[config.mk]
export PLATFORM = sky130hd
export DESIGN_NAME = axis_dac_sequencer
export DESIGN_NICKNAME = d
export VERILOG_FILES = /design/src/rtl/axis_dac_seq_pkg.sv /design/src/rtl/axis_dac_seq_skid.sv /design/src/rtl/axis_dac_sequencer.sv
export SDC_FILE = /design/constraint.sdc
export NUM_CORES = 1
export LEC_CHECK = 0
export ABC_AREA = 0
export BUFFER_PORTS_ARGS = -buffer_cell sky130_fd_sc_hd__buf_2
export CAP_MARGIN = 10
export CORE_AREA = 2 2 142 102
export DETAILED_ROUTE_END_ITERATION = 16
export DIE_AREA = 0 0 144 104
export PLACE_DENSITY = 0.83
export SYNTH_ARGS = -nofsm -noshare
export SYNTH_HDL_FRONTEND = slang
export SYNTH_SLANG_ARGS = --single-unit
export TNS_END_PERCENT = 20
[constraint.sdc]
create_clock -name aclk -period 5.1 [get_ports aclk]
set_input_delay 0.51 -clock aclk [delete_from_list [all_inputs] [get_ports aclk]]
set_output_delay 0.51 -clock aclk [all_outputs]
set_load 0.02 [all_outputs]
[src/rtl/axis_dac_seq_pkg.sv]
// Shared types and constants for the AXI-Stream DAC sequencer.
// Holds the FSM encoding, lane width and Q1.15 gain helper.
package axis_dac_seq_pkg;

    typedef enum logic [1:0] {
        ST_IDLE  = 2'd0,
        ST_PRIME = 2'd1,
        ST_RUN   = 2'd2
    } seq_state_e;

    localparam int LANE_W  = 16;
    localparam int Q15_MAX = 32767;
    localparam int Q15_MIN = -32768;

    // Signed Q1.15 multiply, arithmetic shift by 15, saturate to 16 bits.
    function automatic logic [LANE_W-1:0] q15_gain(
        input logic [LANE_W-1:0] s,
        input logic [LANE_W-1:0] g
    );
        logic signed [2*LANE_W-1:0] w_prod;
        logic signed [2*LANE_W-1:0] w_shift;
        w_prod  = $signed(s) * $signed(g);
        w_shift = w_prod >>> 15;
        if (w_shift > Q15_MAX)
            return LANE_W'(Q15_MAX);
        if (w_shift < Q15_MIN)
            return LANE_W'(Q15_MIN);
        return w_shift[LANE_W-1:0];
    endfunction

endpackage

[src/rtl/axis_dac_seq_skid.sv]
// Two-entry valid/ready buffer with synchronous flush.
// Output data reads as zero whenever the buffer is empty.
module axis_dac_seq_skid #(
    parameter int W = 8
) (
    input  logic         i_clk,
    input  logic         i_rst_n,
    input  logic         i_flush,
    input  logic         i_valid,
    input  logic [W-1:0] i_data,
    output logic         o_ready,
    output logic         o_valid,
    output logic [W-1:0] o_data,
    input  logic         i_ready,
    output logic [1:0]   o_count
);

    logic [W-1:0] r_mem [2];
    logic         r_wptr;
    logic         r_rptr;
    logic [1:0]   r_cnt;
    logic         w_push;
    logic         w_pop;

    assign o_ready = (r_cnt != 2'd2);
    assign o_valid = (r_cnt != 2'd0);
    assign o_data  = o_valid ? r_mem[r_rptr] : '0;
    assign o_count = r_cnt;
    assign w_push  = i_valid && o_ready;
    assign w_pop   = o_valid && i_ready;

    always_ff @(posedge i_clk) begin
        if (!i_rst_n || i_flush) begin
            r_wptr <= 1'b0;
            r_rptr <= 1'b0;
            r_cnt  <= 2'd0;
        end else begin
            if (w_push) begin
                r_mem[r_wptr] <= i_data;
                r_wptr        <= ~r_wptr;
            end
            if (w_pop)
                r_rptr <= ~r_rptr;
            r_cnt <= r_cnt + {1'b0, w_push} - {1'b0, w_pop};
        end
    end

endmodule

[src/rtl/axis_dac_sequencer.sv]
// Plays BRAM samples out over AXI-Stream for a number of passes.
// Define AXIS_DAC_SEQ_GAIN_EN for per-lane Q1.15 gain (+1 cycle).
module axis_dac_sequencer
    import axis_dac_seq_pkg::*;
#(
    parameter int AXIS_TDATA_WIDTH = 32,
    parameter int BRAM_ADDR_WIDTH  = 14,
    parameter int REPEAT_WIDTH     = 16
) (
    input  logic                        aclk,
    input  logic                        aresetn,
    input  logic                        cfg_start,
    input  logic                        cfg_stop,
    input  logic [BRAM_ADDR_WIDTH-1:0]  cfg_length,
    input  logic [REPEAT_WIDTH-1:0]     cfg_repeat,
    input  logic [15:0]                 cfg_gain,
    output logic [BRAM_ADDR_WIDTH-1:0]  bram_porta_addr,
    output logic                        bram_porta_en,
    input  logic [AXIS_TDATA_WIDTH-1:0] bram_porta_rddata,
    output logic [AXIS_TDATA_WIDTH-1:0] m_axis_tdata,
    output logic                        m_axis_tvalid,
    input  logic                        m_axis_tready,
    output logic                        sts_busy,
    output logic                        sts_done,
    output logic [BRAM_ADDR_WIDTH-1:0]  sts_addr
);

    localparam int DW = AXIS_TDATA_WIDTH;
    localparam int AW = BRAM_ADDR_WIDTH;
    localparam int PW = 1 + AW + DW;

    seq_state_e          r_state;
    seq_state_e          w_state_nxt;
    logic [AW-1:0]       r_addr;
    logic [AW-1:0]       r_len;
    logic [AW-1:0]       r_pend_addr;
    logic [AW-1:0]       r_sts_addr;
    logic [REPEAT_WIDTH-1:0] r_pass;
    logic                r_rd_done;
    logic                r_pend;
    logic                r_pend_last;
    logic                r_done;
    logic                w_busy;
    logic                w_en;
    logic                w_start;
    logic                w_stop;
    logic                w_last_rd;
    logic                w_pop;
    logic                w_finish;
    logic                w_wr;
    logic [PW-1:0]       w_wr_data;
    logic [PW-1:0]       w_head;
    logic                w_head_valid;
    logic                w_unused_rdy;
    logic [1:0]          w_cnt;
    logic [2:0]          w_occ;

    assign w_start   = (r_state == ST_IDLE) && cfg_start && !cfg_stop;
    assign w_stop    = w_busy && cfg_stop;
    assign w_pop     = w_head_valid && m_axis_tready;
    assign w_finish  = w_pop && w_head[PW-1] && (r_state == ST_RUN) && !cfg_stop;
    assign w_last_rd = (r_addr == r_len) && (r_pass == '0);

    always_ff @(posedge aclk) begin
        if (!aresetn)
            r_state <= ST_IDLE;
        else
            r_state <= w_state_nxt;
    end

    always_comb begin
        w_state_nxt = r_state;
        unique case (r_state)
            ST_IDLE:  if (w_start) w_state_nxt = ST_PRIME;
            ST_PRIME: w_state_nxt = cfg_stop ? ST_IDLE : ST_RUN;
            ST_RUN:   if (cfg_stop || w_finish) w_state_nxt = ST_IDLE;
            default:  w_state_nxt = ST_IDLE;
        endcase
    end

    // Issue a read only if every sample already owed still fits in the skid.
    always_comb begin
        w_busy = (r_state != ST_IDLE);
        w_en   = w_busy && !r_rd_done && (w_occ < 3'd2 + {2'b0, w_pop});
    end

    always_ff @(posedge aclk) begin
        if (!aresetn) begin
            r_addr      <= '0;
            r_len       <= '0;
            r_pass      <= '0;
            r_rd_done   <= 1'b0;
            r_pend      <= 1'b0;
            r_pend_last <= 1'b0;
            r_pend_addr <= '0;
            r_sts_addr  <= '0;
            r_done      <= 1'b0;
        end else begin
            r_done      <= w_finish;
            r_pend      <= w_en && !w_stop;
            r_pend_last <= w_last_rd;
            r_pend_addr <= r_addr;
            if (w_pop)
                r_sts_addr <= w_head[DW +: AW];
            if (w_start) begin
                r_len     <= cfg_length;
                r_pass    <= cfg_repeat;
                r_addr    <= '0;
                r_rd_done <= 1'b0;
            end else if (w_en) begin
                if (r_addr != r_len) begin
                    r_addr <= r_addr + 1'b1;
                end else if (r_pass == '0) begin
                    r_rd_done <= 1'b1;
                end else begin
                    r_pass <= r_pass - 1'b1;
                    r_addr <= '0;
                end
            end
        end
    end

`ifdef AXIS_DAC_SEQ_GAIN_EN
    logic [15:0]   r_gain;
    logic          r_g_vld;
    logic          r_g_last;
    logic [AW-1:0] r_g_addr;
    logic [DW-1:0] r_g_data;
    logic [DW-1:0] w_gained;

    always_comb begin
        w_gained = '0;
        for (int i = 0; i < DW / LANE_W; i++)
            w_gained[i*LANE_W +: LANE_W] =
                q15_gain(bram_porta_rddata[i*LANE_W +: LANE_W], r_gain);
    end

    always_ff @(posedge aclk) begin
        if (!aresetn) begin
            r_gain   <= '0;
            r_g_vld  <= 1'b0;
            r_g_last <= 1'b0;
            r_g_addr <= '0;
            r_g_data <= '0;
        end else begin
            if (w_start)
                r_gain <= cfg_gain;
            r_g_vld  <= r_pend && !w_stop;
            r_g_last <= r_pend_last;
            r_g_addr <= r_pend_addr;
            r_g_data <= w_gained;
        end
    end

    assign w_wr      = r_g_vld;
    assign w_wr_data = {r_g_last, r_g_addr, r_g_data};
    assign w_occ     = {1'b0, w_cnt} + {2'b0, r_pend} + {2'b0, r_g_vld};
`else
    logic w_unused_gain;

    assign w_unused_gain = ^cfg_gain;
    assign w_wr          = r_pend;
    assign w_wr_data     = {r_pend_last, r_pend_addr, bram_porta_rddata};
    assign w_occ         = {1'b0, w_cnt} + {2'b0, r_pend};
`endif

    axis_dac_seq_skid #(
        .W (PW)
    ) u_skid (
        .i_clk   (aclk),
        .i_rst_n (aresetn),
        .i_flush (w_stop),
        .i_valid (w_wr),
        .i_data  (w_wr_data),
        .o_ready (w_unused_rdy),
        .o_valid (w_head_valid),
        .o_data  (w_head),
        .i_ready (m_axis_tready),
        .o_count (w_cnt)
    );

    assign bram_porta_addr = r_addr;
    assign bram_porta_en   = w_en;
    assign m_axis_tdata    = w_head[DW-1:0];
    assign m_axis_tvalid   = w_head_valid;
    assign sts_busy        = w_busy;
    assign sts_done        = r_done;
    assign sts_addr        = r_sts_addr;

endmodule

# --- After elaboration in Yosys (flattened, before gate mapping) ---
# Memory sizes are Yosys's and may differ from the RTL's. A register that Yosys moved wholly into a read port is not among the register bits.
# Index checks and enable logic that the tools add are counted.
classes:
  addsub: 6
  magnitude_cmp: 1
  eq_ne: 10
  muxes: 16
  n_bitwise: 4
  reduce_logical: 28
ops:
  columns: ["op", "count"]
  rows:
  - ["2-to-1 mux 16 bit", 4]
  - ["2-to-1 mux 47 bit", 1]
  - ["2-to-1 mux 14 bit", 2]
  - ["logical NOT 16 bit", 1]
  - ["subtractor 16 x 1 -> 16 bit, second input constant", 1]
  - ["adder 14 x 1 -> 14 bit, second input constant", 1]
  - ["equality test 14 bit", 1]
  - ["inequality test 14 bit", 1]
  - ["logical AND 1 bit", 12]
  - ["inequality test 2 bit, second input constant", 4]
  - ["2-to-1 mux 2 bit", 3]
  - ["one-hot mux 2 bit (3 select lines)", 1]
  - ["AND reduction 3 bit", 2]
  - ["nonzero test 2 bit", 3]
  - ["2-to-1 mux 1 bit", 5]
  - ["logical NOT 1 bit", 4]
  - ["inequality test 2 x 1 -> 1 bit, second input constant", 2]
  - ["inverter 1 bit", 4]
  - ["AND reduction 2 bit", 2]
  - ["adder 2 x 1 -> 3 bit", 1]
  - ["adder 2 x 1 -> 3 bit, first input constant", 1]
  - ["less-than comparator 3 bit", 1]
  - ["adder 2 x 1 -> 2 bit", 1]
  - ["equality test 2 x 1 -> 1 bit, second input constant", 1]
  - ["other kinds (5)", 6]
totals:
  reg_bits: 82
  ram_bits: 94
  inputBits: 83
  out_inout_bits: 64
  wordCells: 79
  n_memories: 1
memory_table:
  columns: ["name", "depth", "width", "rd", "rd_ports_with_merged_regs", "write_ports", "line_no", "rtl"]
  rows:
  - ["u_skid.r_mem", 2, 47, 1, 1, 1, "axis_dac_seq_skid.sv:18", "logic [W-1:0] r_mem [2];"]

# --- Depth between registers and ports, before layout ---
# Gate-level depths: netlist of run 1.
depth:
  ltp_word: 8
  depth_mapped: 9
  depth_no_buf: 8

# --- By module ---
# Synthesis of run 1 repeated with hierarchy kept, for this count alone.
hier_totals:
  hier_cells: 671
  hier_area_um2: 7428.4
by_module_without_submodules:
  columns: ["module", "n_inst", "cells_per_inst", "area_each_um2"]
  rows:
  - ["axis_dac_seq_skid", 1, 232, 3818.7]
  - ["axis_dac_sequencer", 1, 439, 3609.7]

# --- Least setup slack after synthesis of run 1 ---
# Ideal clock, no wire load.
synth_path:
  path_kind: "input port to flip-flop"
  from: "input port aresetn"
  to: "memory u_skid.r_mem[0][0] in the netlist's numbering, enable pin"
  arrival_ns: 4.146
  slack_ns: 0.444
  cell_stages: 3
  n_path_buf: 1
  path_cell_list: "clkbuf_1 nand2_1 nor3_1"
synth_via:
  elab_chain_cells: 4
synth_lines:
  columns: ["item", "line_no", "rtl"]
  rows:
  - ["start: declaration", "axis_dac_sequencer.sv:11", "input logic aresetn,"]
  - ["logical NOT 1 bit", "axis_dac_seq_skid.sv:33", "if (!i_rst_n || i_flush) begin"]
  - ["logical OR 1 bit", "axis_dac_seq_skid.sv:33", null]
  - ["2-to-1 mux 1 bit", "axis_dac_seq_skid.sv:33", null]
  - ["2-to-1 mux 1 bit (not written as such)", "axis_dac_seq_skid.sv:39", "r_mem[r_wptr] <= i_data;"]
  - ["end: declaration", "axis_dac_seq_skid.sv:18", null]
# Every way passes these cells.

# --- Worst setup path after layout of run 1 ---
layout_path:
  from: "register u_skid.r_cnt[0], in the netlist u_skid.o_count[0]"
  to: "output port bram_porta_en"
layout_via:
  elab_chain_cells: 5
layout_lines:
  columns: ["item", "line_no", "rtl"]
  rows:
  - ["start: declaration", "axis_dac_seq_skid.sv:21", "logic [1:0] r_cnt;"]
  - ["start signal: assignment", "axis_dac_seq_skid.sv:44", "r_cnt <= r_cnt + {1'b0, w_push} - {1'b0, w_pop};"]
  - ["nonzero test 2 bit", "axis_dac_seq_skid.sv:26", "assign o_valid = (r_cnt != 2'd0);"]
  - ["logical AND 1 bit", "axis_dac_sequencer.sv:60", "assign w_pop = w_head_valid && m_axis_tready;"]
  - ["adder 2 x 1 -> 3 bit", "axis_dac_sequencer.sv:84", "w_en = w_busy && !r_rd_done && (w_occ < 3'd2 + {2'b0, w_pop});"]
  - ["less-than comparator 3 bit *", "axis_dac_sequencer.sv:84", null]
  - ["logical AND 1 bit *", "axis_dac_sequencer.sv:84", null]
  - ["end: declaration", "axis_dac_sequencer.sv:18", "output logic bram_porta_en,"]
# Mark *: on every way between the ends. The rest lies on a longest branch, timed or not.

==> results of run 1 <==
## metal layers
layer  track usage [%]  vias to the layer above  part of all wire [%]
met4              9.17                        0                   2.2
met1              28.1                     2414                    43
li1                  -                     2410                     -
met5                 0                        -                     0
met2              35.1                      142                    49
met3              5.02                       26                   5.1
## kinds of logic (layout without fill, tap and decap cells)
family / count (synthesis) / after routing / share of synthesized area, %
multiplexers: 48 / 48 / 6.56
AO/OA/AOI/OAI: 83 / 83 / 6.97
XOR/XNOR: 37 / 37 / 4.41
flip-flops: 177 / 177 / 61.0
AND/OR/NAND/NOR: 201 / 201 / 14.2
adder cells (fa/ha/maj): 6 / 6 / 1.02
buffers and inverters: 79 / 185 / 5.81
## metrics by stage
stage	cell area (um2)	power, W	hold slack, ns	setup slack (ns)	util, %
after global routing	8530	0.00394	0.255	1.86	62.5
after CTS	8520	0.00380	0.254	2.07	62.4
after global placement	7930	0.00250	0.408	2.34	58.1
after floorplan	7350	0.00238	0.404	0.444	-
final	8530	0.00378	0.266	2.02	62.5
after detailed placement	7930	0.00252	0.410	2.21	58.1
## state kept, by name, summed over array words and instances, names as in the netlist, named ones only
signal	count
u_skid.r_wptr	1
r_len	14
sts_addr	14
r_rd_done	1
u_skid.r_mem	94
r_pend	1
u_skid.o_count	2
r_pass	16
bram_porta_addr	14
r_state	2
sts_done	1
r_pend_last	1
u_skid.r_rptr	1
r_pend_addr	14
## cell usage in the layout, fill, tap and decap left out, drive strengths merged, types with 16 or more instances in the layout
| cell | Yosys | routed |
|---|---|---|
| buf | 41 | 136 |
| edfxtp | 94 | 94 |
| dfxtp | 83 | 83 |
| nor2 | 67 | 67 |
| mux2i | 47 | 47 |
| nand2 | 46 | 46 |
| a21oi | 29 | 29 |
| a211oi | 26 | 26 |
| nor3 | 26 | 26 |
| clkbuf | 21 | 25 |
| xnor2 | 19 | 19 |
| xor2 | 18 | 18 |
| o21ai | 18 | 18 |
| inv | 15 | 16 |
## cell type report
cell class / count / area, um2
Multi-Input combinational cell: 375 / 2450
Tap cell: 190 / 238
Fill cell: 1080 / 5120
Inverter: 17 / 63.8
Timing Repair Buffer: 136 / 699
Sequential cell: 177 / 4490
Clock buffer: 25 / 519
Clock inverter: 7 / 70.1
## power by group
| part | internal, W | leakage, nW | switching [W] |
|---|---|---|---|
| Clock | 0.000760 | 0.287 | 0.000523 |
| Sequential | 0.00157 | 1.53 | 0.0000643 |
| Combinational | 0.000298 | 1.41 | 0.000564 |
| Total | 0.00263 | 3.23 | 0.00115 |
## how the worst max path moves through the flow
| stage | from | end | slack [ns] | cells past startpoint |
|---|---|---|---|---|
| after global routing | u_skid.o_count[0] | bram_porta_en | 1.86 | 5 |
| after floorplan | aresetn | u_skid.r_mem[0][0] | 0.44 | 3 |
| after global placement | m_axis_tready | r_pass[14] | 2.34 | 7 |
| final | u_skid.o_count[0] | bram_porta_en | 2.02 | 6 |
| after detailed placement | r_pass[0] | r_pass[0] | 2.21 | 8 |
| after CTS | u_skid.o_count[0] | bram_porta_en | 2.07 | 6 |
==> metrics, run 1 <==
Ports 147; number of global-route vias before repair 5065; area delta synth->final 16.1%; Overall Global Routing Usage 21.7%; Port Buf Inserts 130; Yosys top cell area share 38.4%; Detailed Route WL 15.4 mm; Top FF cell, synth edfxtp_1; fmax 324 MHz; CP bufs+invs 2; placed cell count 894; most frequent cell after synthesis edfxtp_1; routed vias 4992; crit start category flip-flop; peak supply drop 0.320 mV; Hold Path Sink u_skid.r_mem[0][2]; worst skew pair latency 0.43 ns; Post-CTS Resized 0; sequential share of the synthesized area 61.0%; hold path start bram_porta_rddata[2]; flops & latches, synth 177; row count 36; htree depth 4; setup bufs post-CTS 0; crit path cell chain ha_1, ha_1, o21ai_0, nand2_1, clkinv_1, buf_2; WL/cell 16.6 um; Final Hold Vio Count 0; CTS sink count 177; Synth Cell Area 7350 um2; Placer Congestion 0.950; pwr dens 443 nW/um2; crit-path leading delay family buffers and inverters; relative slew slack 25.8%; core area 13600 um2; largest area contributor in the netlist edfxtp_1; Antenna Cells 0; die width 144 um; leakage power 3.23 nW; Slowest cell on crit path clkinv_1; Routed Antenna Nets 0; kind of critical path reg -> out; worst endpoint required time 4.59 ns; largest net degree at the start of global routing 48; CTS Buffer Depth 2; Netlist cell types 45; initial core utilization 53.8%; share of cells above drive strength 1 24.7%; Tcrit/Tclk final 60.4%; EDFF count, synth 94; Max Clock Skew 0.00741 ns; Post-synth ARST share 0%; Residual DRC 0; Max Cap Violations 0; Worst Hold Depth 1; max incr delay on CP 0.45 ns; status completed; Min Clock Period, post-route 3.08 ns; antenna violations before repair 0; first-pass GRT wire length 25.0 mm; top cells by area, synth edfxtp_1 38%, dfxtp_1 23%, mux2i_1 6.4%; CP Capture Type primary output; Finish-stage setup viols 0; Non-Filler Instances 927; CTS tree done; Avg Cell Area, Syn 11.6 um2; Slew @ Worst Pin 1.11 ns; RSZ-0062 raised after global routing no; Mapped Cells 631; Hold Path Class in -> reg; Mapped Nets 720; WP data arrival 2.57 ns; RR Endpoint r_pass[0]; CTS root buffer clkbuf_16; cells on worst reg2reg path 8; cts bufs inserted 17; Remaining Overflow, GRT 0; die area 15000 um2; Synthesis Warnings 0; Post-synth top cells 94 x edfxtp_1, 83 x dfxtp_1, 67 x nor2_1; DR pass1 iterations 5; DP HPWL 10.3 mm; clock-pin slew on the worst setup and hold paths 0.06 ns; NumNets Final 813; die height 104 um; Reg2Reg Setup Slack 2.09 ns; Final Slew Violations 0; hold_buf cts 0; CP Max Fanout 11; most used cell, CP ha_1; TNS Setup 0 ns; vias per std cell 5.39; DR iter-0 viols 382; Reg-to-Reg Start r_pass[1]
Power figures use the tool's default switching activity.
==> inputs of run 2 (changes only) <==
- CORE_AREA: 2 2 142 102 -> 2 2 148 107
- DIE_AREA: 0 0 144 104 -> 0 0 150 109
- PLACE_DENSITY: 0.83 -> 0.8
- clock period: 5.1 -> 2.6 ns (I/O delays scaled with it)
==> run 2 against run 1 <==
Final cell count up 4.3%. Global-route usage shrank 3.9 points. Count of clock-buffer cells in the layout fell by 8. Core utilization is 3.9 points lower. Worst setup slack worse by 1.9 ns. Cell area rose by 3.3%. Critical endpoint unchanged. Largest power group unchanged. Highest routed layer unchanged.
==> metrics, run 2 (synthesis gave the netlist of run 1 again) <==
cts bufs inserted 17 (unchanged); initial core utilization 48.9% (was 53.8%); pwr dens 836 nW/um2 (was 443 nW/um2); RSZ-0062 raised after global routing no (unchanged); fmax 407 MHz; share of cells above drive strength 1 27.8% (was 24.7%); clock-pin slew on the worst setup and hold paths 0.07 ns (was 0.06 ns); first-pass GRT wire length 22.2 mm (was 25.0 mm); Post-Layout Inst Area 8810 um2 (was 8530 um2); htree depth 4 (unchanged); die width 150 um (was 144 um); core area 15000 um2 (was 13600 um2); NumNets Final 843 (was 813); CP bufs+invs 3 (was 2); Comb power frac 23.7% (was 22.8%); die height 109 um (was 104 um); total power 0.00736 W (was 0.00378 W); leading cell type in the layout, fill and taps excluded buf_2 (unchanged); die area 16400 um2 (was 15000 um2); Psw 0.00237 W (was 0.00115 W); vias per std cell 5.13 (was 5.39); biggest regs u_skid.r_mem: 94 flops, r_pass: 16 flops (unchanged); kind of critical path reg -> out (unchanged); Routed Antenna Nets 0 (unchanged); minimum hold slack 0.0238 ns (was 0.266 ns); CTS root buffer clkbuf_16 (unchanged); Finish-stage setup viols 0 (unchanged); Non-Filler Instances 967 (was 927); most frequent cells in the layout 130 x buf_2, 94 x edfxtp_1, 82 x dfxtp_1 (unchanged); CTS sink count 177 (unchanged); crit path cell chain ha_1, o21ai_0, nand2_2, clkinv_1, buf_4, buf_2 (was ha_1, ha_1, o21ai_0, nand2_1, clkinv_1, buf_2); crit start category flip-flop (unchanged); Placer Congestion 0.846 (was 0.950); Clk network pwr share 33.0% (was 33.9%); Slowest cell on crit path o21ai_0 (was clkinv_1); DR pass1 iterations 5 (unchanged); DP Area 8180 um2 (was 7930 um2); Min Clock Period, post-route 2.46 ns; row count 38 (was 36); WP data arrival 2.20 ns (was 2.57 ns); Antenna Cells 0 (unchanged); Tcrit/Tclk final 94.6%; worst skew pair latency 0.43 ns (about the same); WL/cell 14.7 um (was 16.6 um); setup bufs post-CTS 0 (unchanged); Util after Layout 58.6% (was 62.5%); CTS Buffer Depth 2 (unchanged); max incr delay on CP 0.42 ns (was 0.45 ns); Ports 147 (unchanged); peak supply drop 0.499 mV (was 0.320 mV); Remaining Overflow, GRT 0 (unchanged); status completed (unchanged); DP HPWL 9.66 mm (was 10.3 mm); leakage power 3.38 nW (was 3.23 nW); crit-path leading delay family buffers and inverters (unchanged); max reg flops 94 (unchanged); DR iter-0 viols 309 (was 382); area delta synth->final 19.9% (was 16.1%); Sw Share 32.2% (was 30.5%); Hold Path Class in -> reg (unchanged); Residual DRC 0 (unchanged); relative slew slack 65.7% (was 25.8%); CP Capture Type primary output (unchanged); Final Hold Vio Count 0 (unchanged); Max Cap Violations 0 (unchanged); worst endpoint required time 2.34 ns (was 4.59 ns); Max Clock Skew 0.00876 ns (was 0.00741 ns); Detailed Route WL 14.2 mm (was 15.4 mm); Reg power frac 43.3% (about the same); Pint 0.00499 W (was 0.00263 W); antenna violations before repair 0 (unchanged); Final Slew Violations 0 (unchanged); Overall Global Routing Usage 17.8% (was 21.7%); number of global-route vias before repair 4470 (was 5065); largest reg by FF count u_skid.r_mem (unchanged); Slew @ Worst Pin 0.514 ns (was 1.11 ns); CP Max Fanout 6 (was 11); largest net degree at the start of global routing 47 (was 48); Port Buf Inserts 130 (unchanged); placed cell count 929 (was 894); routed vias 4961 (was 4992); CTS tree done (unchanged)
-- run 2: what timing repair did --
| action | 4_1_cts | 5_1_grt |
|---|---|---|
| resized for setup | 0 | 2 |
| hold buffers | 2 | 4 |
| hold endpoints to repair | 3 | 6 |
| endpoints found under the setup margin | 0 | 1 |
-- run 2: per-stage QoR --
stage / TNS [ns] / worst slack (ns)
4_1_cts: 0 / 0.0432
3_5_place_dp: 0 / 0.342
5_1_grt: 0 / 0.0196
6_report: 0 / 0.140
2_1_floorplan: -53.74 / -0.572
3_3_place_gp: 0 / 0.397
-- run 2: final timing paths --
| path | endpoint | slack (ns) | startpoint | depth (start not counted) |
|---|---|---|---|---|
| worst min register to register | u_skid.r_mem[1][40] | 0.43 | r_pend_addr[8] | 0 |
| worst max register to register | r_pass[4] | 0.32 | r_pass[0] | 8 |
| worst max-delay path | bram_porta_en | 0.14 | u_skid.o_count[0] | 6 |
| worst min-delay path | u_skid.r_mem[0][18] | 0.02 | bram_porta_rddata[18] | 1 |
-- run 2: cell type report --
type                    count  area [um2]
clock buffers              17         425
inverters                  17        63.8
fillers                  1260        6210
repair buffers            166         973
clock inverters            15         139
flip-flops and latches    177        4490
well taps                 200         250
multi-input cells         375        2470
-- run 2: layer usage --
layer	vias to the layer above	global-route usage (%)	wire (um)
li1	2463	-	-
met1	2326	25.1	6780
met2	163	26.5	6190
met3	9	5.31	1110
met4	0	5.80	127
met5	-	0	0
-- run 2: power by group through the flow --
stage	sequential (W)	combinational, W	clock, W
after floorplan	0.00330	0.00136	0
final	0.00319	0.00175	0.00243
after global placement	0.00325	0.00172	0
after CTS	0.00319	0.00176	0.00248
after detailed placement	0.00325	0.00175	0
after global routing	0.00321	0.00192	0.00261
